## src/rtl/multicore_sobel_keys_pio.sv

```systemverilog
// multicore_sobel_keys_pio: debounced, edge-capturing Avalon-MM input PIO with a maskable level irq
// clk/reset: system clock, async active-high reset
// address/chipselect/write_n/writedata/readdata: Avalon-MM slave, 0 = data, 2 = irqmask, 3 = edgecapture (W1C)
// in_port: asynchronous key/switch inputs; irq: |(edgecapture & irqmask)
module multicore_sobel_keys_pio #(
  parameter int WIDTH = 4,
  parameter int DEBOUNCE_CYCLES = 16,
  parameter int EDGE_TYPE = 1
) (
  input  logic             clk,
  input  logic             reset,
  input  logic [1:0]       address,
  input  logic             chipselect,
  input  logic             write_n,
  input  logic [31:0]      writedata,
  input  logic [WIDTH-1:0] in_port,
  output logic [31:0]      readdata,
  output logic             irq
);
  logic [WIDTH-1:0] s1, s2, filt, filt_nxt, irqmask, edgecapture, edges, clr;
  logic wr, unused_ok;
  assign wr = chipselect & ~write_n;
  assign unused_ok = ^writedata;
  generate
    if (DEBOUNCE_CYCLES == 0) begin : g_bypass
      assign filt_nxt = s2;
    end else begin : g_deb
      localparam int CW = $clog2(DEBOUNCE_CYCLES) + 1;
      localparam logic [CW-1:0] CNT_MAX = CW'(DEBOUNCE_CYCLES - 1);
      for (genvar i = 0; i < WIDTH; i++) begin : g_bit
        logic [CW-1:0] cnt;
        // the counter restarts whenever the synced input returns to the filtered value
        assign filt_nxt[i] = (s2[i] != filt[i] && cnt == CNT_MAX) ? s2[i] : filt[i];
        always_ff @(posedge clk or posedge reset)
          if (reset) cnt <= '0;
          else cnt <= (s2[i] == filt[i] || cnt == CNT_MAX) ? '0 : cnt + 1'b1;
      end
    end
  endgenerate
  assign edges = EDGE_TYPE == 0 ? ~filt & filt_nxt :
                 EDGE_TYPE == 1 ? filt & ~filt_nxt : filt ^ filt_nxt;
  assign clr = (wr && address == 2'd3) ? writedata[WIDTH-1:0] : '0;
  always_ff @(posedge clk or posedge reset)
    if (reset) begin
      s1 <= '0;
      s2 <= '0;
      filt <= '0;
      irqmask <= '0;
      edgecapture <= '0;
    end else begin
      s1 <= in_port;
      s2 <= s1;
      filt <= filt_nxt;
      irqmask <= (wr && address == 2'd2) ? writedata[WIDTH-1:0] : irqmask;
      edgecapture <= (edgecapture & ~clr) | edges;
    end
  always_comb
    readdata = !chipselect       ? '0 :
               address == 2'd0   ? 32'(filt) :
               address == 2'd2   ? 32'(irqmask) :
               address == 2'd3   ? 32'(edgecapture) : '0;
  assign irq = |(edgecapture & irqmask);
endmodule
```

## config.mk

```make
export PLATFORM = sky130hd
export DESIGN_NAME = multicore_sobel_keys_pio
export DESIGN_NICKNAME = d
export VERILOG_FILES = /design/src/rtl/multicore_sobel_keys_pio.sv
export SDC_FILE = /design/constraint.sdc
export NUM_CORES = 1
export LEC_CHECK = 0
export CORE_ASPECT_RATIO = 0.75
export CORE_UTILIZATION = 30
export DETAILED_ROUTE_END_ITERATION = 7
export HOLD_SLACK_MARGIN = 0.03
export PLACE_DENSITY = 0.57
export SLEW_MARGIN = 20
export SYNTH_ARGS = -nofsm -noshare
export SYNTH_HDL_FRONTEND = slang
export SYNTH_SLANG_ARGS = --single-unit
```

## constraint.sdc

```tcl
create_clock -name clk -period 2.49 [get_ports clk]
set_clock_uncertainty 0.2 [all_clocks]
set_input_delay 0.498 -clock clk [delete_from_list [all_inputs] [get_ports clk]]
set_output_delay 0.498 -clock clk [all_outputs]
set_load 0.02 [all_outputs]
```

# [Yosys cells after proc, flatten, opt, wreduce, memory -nomap -nowiden]
# Index checks and enable logic that the tools add are counted.
[totals] register_bits=40 inputBits=42 word_cells=60
[classes] addsub=4 n_eq_ne=14 n_mux=13 n_bitwise=8 reduce_logical=12
[op_table] cell="5-bit by 1-bit adder with 5-bit output, second input constant" n=4
[op_table] cell="5-bit by 4-bit == test with 1-bit output, second input constant" n=4
[op_table] cell="4-bit two-way mux" n=5
[op_table] cell="5-bit two-way mux" n=4
[op_table] cell="4-bit bitwise AND" n=3
[op_table] cell="4-bit NOT" n=2
[op_table] cell="1-bit logical AND" n=6
[op_table] cell="1-bit == test" n=4
[op_table] cell="2-bit == test, second input constant" n=2
[op_table] cell="1-bit logical OR" n=4
[op_table] cell="1-bit two-way mux" n=4
[op_table] cell="1-bit inequality test" n=4
[op_table] cell="4-bit bitwise OR" n=1
[op_table] cell="4-bit OR reduction" n=1
[op_table] cell="2-bit zero test" n=1
[op_table] cell="1-bit bitwise AND" n=1
[op_table] cell="1-bit NOT" n=1

# [Longest topological paths before layout]
[depth] depth_word=7 depth_mapped=5 depth_no_buf=5

# [Least setup slack after synthesis]
# OpenSTA, ideal clock, no wires.
[synth_timing] path_type="input -> output" startpoint="input address[0]" endpoint="output readdata[2]" t_arrival_ps=1245 path_slack_ps=547 stages=3 n_path_buf=1 path_cell_list="buf_6 -> or2_1 -> o22ai_1"
[synth_between] elab_chain_cells=5
[synth_rtl] item="start, declared" line_no="12" source="input logic [1:0] address,"
[synth_rtl] item="2-bit == test" line_no="61" source="address == 2'd3 ? 32'(edgecapture) : '0;"
[synth_rtl] item="4-bit two-way mux" line_no="61"
[synth_rtl] item="4-bit two-way mux" line_no="60" source="address == 2'd2 ? 32'(irqmask) :"
[synth_rtl] item="4-bit two-way mux (*)" line_no="59" source="address == 2'd0 ? 32'(filt) :"
[synth_rtl] item="4-bit two-way mux (*)" line_no="58" source="readdata = !chipselect ? '0 :"
[synth_rtl] item="end, declared" line_no="17" source="output logic [31:0] readdata,"
# Mark *: on every way between the ends. The rest lies on a longest branch, timed or not.

# [Final worst setup path]
[layout_timing] startpoint="input address[1]" endpoint="output readdata[2]"
# Same word-level chain as after synthesis.

==> reports/metrics.cfg <==
[pwr]
power_density_mw_per_mm2 = 648
power_mw = 1.49
p_leak_nw = 1.07
ir_drop_mv = 0.224

[routing]
wirelength_microns = 3090
via_per_inst = 4.20
drc = 0
drt-pass1-iter-count = 4
wl_per_cell_microns = 11.0
antenna_left = 0
vias = 1177
dr.first_iter.drc_count = 30

[clock_tree]
cts-buffers-inserted = 5
clkSlewWorstSetupHoldPaths_ps = 70
clk_latency_ps = 290
tritoncts = done
cts_setup_buffers = 0
cts_buffer_depth = 2
cts_root_buf = clkbuf_8
cts_sinks = 40
htree_levels = 2

[sta]
hold_viol_final = 0
post-route-period-util_pct = 98.4
timing.fmax_mhz = 408
holdWs_ps = 144
slew_violations = 0
setup_viol = 0
fin_crit_ps = 2450
rsz0062_at_grt = no

[worst_setup_path]
worst-path-max-fanout = 4
end_kind = output pin
rrSetupSlack_ps = 740
crit_required_ps = 1790
startpoint = address[1]
endpoint = readdata[2]
worstRegToRegCells = 5
reg2reg_to = g_deb.g_bit[1].cnt[3]$_DFF_PP0_
cp-start-kind = primary input
critPathKind = in -> out
crit_arrival_ps = 1750
timing.rr.start = g_deb.g_bit[1].cnt[0]$_DFF_PP0_

[layout]
fin_area_sq_mm = 0.00231
fill_cells = 647
syn_to_final_growth_pct = 16.5
diodes = 0
nets = 248
drive_gt1_share_pct = 11.6

[global_routing]
grt_pass1_vias = 1076
antenna_found_initial = 0
grtUsageTotal_pct = 10.1
grt_pass1_wl_microns = 5170
globalRouteOverflowTotal = 0
grt_max_degree = 41

[run_status]
status = complete, no violations

[synth]
syn_avg_cell_area_sq_um = 11.7
netlist_instances = 170
seq_area_frac_synth_pct = 50.5
yosysWarnings = 0
ys_types = 26
ys_seq_elements = 40
synth_area_sq_mm = 0.00198

[floorplanning]
die_w_microns = 95.8
core_sq_mm = 0.00635
initial_core_util_pct = 31.2
die_h_microns = 72.4
rows = 25
die_area_sq_mm = 0.00693
ios = 75

[place]
placed_area_sq_mm = 0.00219
dpl.hpwl_microns = 2240
gp_congestion = 0.703
port-buffer-count = 18

[flow_run]
maxCapViolations = 0

[worst_hold_path]
min_path_type = reg -> reg

-- power breakdown --
group | total (mW) | internal, mW | switching [mW]
Clock | 0.576 | 0.354 | 0.223
Sequential | 0.721 | 0.688 | 0.0325
Combinational | 0.197 | 0.0917 | 0.106
Total | 1.49 | 1.13 | 0.361
-- logic make-up (layout without fill, tap and decap cells) --
kind of cell	Yosys count	in the layout	synth area share, %
fa+ha+maj	8	8	5.05
compound gates	18	18	6.06
simple gates	45	45	14.4
xor+xnor	8	8	3.54
other cells	1	28	0.189
flops	40	40	50.5
mux	12	12	7.33
buf+inv	38	40	12.9
-- synthesized netlist by cell type, drive strengths merged --
library cell,n,area (sq um)
o21bai,4,30.0
or2,1,6.26
and4,4,35.0
conb,1,3.75
nand3b,4,30.0
and4b,1,10.0
and4bb,1,16.3
xnor2,8,70.1
dfrtp,40,1000
ha,8,100
nand2b,4,25.0
a21oi,4,20.0
o211ai,4,30.0
and3,4,25.0
o22ai,4,25.0
a22oi,2,15.0
mux2,8,105
buf,29,221
nor4,4,25.0
mux2i,4,40.0
nor3b,4,30.0
nand2,6,22.5
nor3,12,60.1
inv,9,33.8
-- placed cells by master, fill, tap and decap left out, drive strengths merged --
cell           instances
dfrtp                 40
conb                  28
clkdlybuf4s50         14
nor3                  12
inv                    9
clkbuf                 9
xnor2                  8
ha                     8
mux2                   8
nand2                  6
buf                    6
nand2b                 4
nand3b                 4
o211ai                 4
and3                   4
a21oi                  4
and4                   4
o21bai                 4
nor4                   4
nor3b                  4
mux2i                  4
o22ai                  4
a22oi                  2
and4b                  1
or2                    1
and4bb                 1
bufinv                 1
clkdlybuf4s15          1
-- layout make-up --
type | instances | area [sq um] | share of cell area, %
clock buffer | 7 | 96.3 | 4.18
clock inverter | 1 | 30.0 | 1.30
inverter | 9 | 33.8 | 1.46
multi-input combinational | 119 | 828 | 35.9
sequential | 40 | 1000 | 43.4
tap | 81 | 101 | 4.39
timing repair buffer | 23 | 216 | 9.38
-- through the flow --
| step | utilization (%) | setup slack [ps] | setup TNS, ps | cells |
|---|---|---|---|---|
| finish | 36.3 | 38.7 | 0 | 280 |
| CTS | 36.5 | 12.8 | 0 | 280 |
| detailed placement | 34.5 | -322 | -1200 | 272 |
| global placement | 34.5 | -331 | -1210 | 272 |
| global route | 36.3 | 2.10 | 0 | 280 |
| floorplan | - | 547 | 0 | 197 |
-- what timing repair did --
action                     4_1_cts  5_1_grt
setup endpoints to repair        4        4
hold buffers                     0        0
resized for setup                9        5
-- worst min path at each step --
stage                 endpoint  depth (start not counted)             from  slack [ps]
3_5_place_dp   s2[2]$_DFF_PP0_                          0  s1[2]$_DFF_PP0_         130
2_1_floorplan  s2[0]$_DFF_PP0_                          0  s1[0]$_DFF_PP0_         130
4_1_cts        s2[3]$_DFF_PP0_                          0  s1[3]$_DFF_PP0_         150
6_report       s2[3]$_DFF_PP0_                          0  s1[3]$_DFF_PP0_         140
3_3_place_gp   s2[1]$_DFF_PP0_                          0  s1[1]$_DFF_PP0_         140
5_1_grt        s2[3]$_DFF_PP0_                          0  s1[3]$_DFF_PP0_         150
-- routing by layer --
layer  global-route usage (%)  share of wire [%]
met1                     13.8                 53
met2                     14.3                 41
met3                     3.77                4.9
met4                     4.48                1.8
met5                        0                  0
-- sequential cells by signal, summed over array words and instances, names as in the netlist --
| signal | count |
|---|---|
| irqmask | 4 |
| s1 | 4 |
| edgecapture | 4 |
| s2 | 4 |
| filt | 4 |
| g_deb.g_bit.cnt | 20 |
-- critical path: stages --
cell and delay (ps):
clkdlybuf4s50_1 470, or2_4 300, o22ai_1 200, clkdlybuf4s15_2 290
Power figures use the tool's default switching activity.
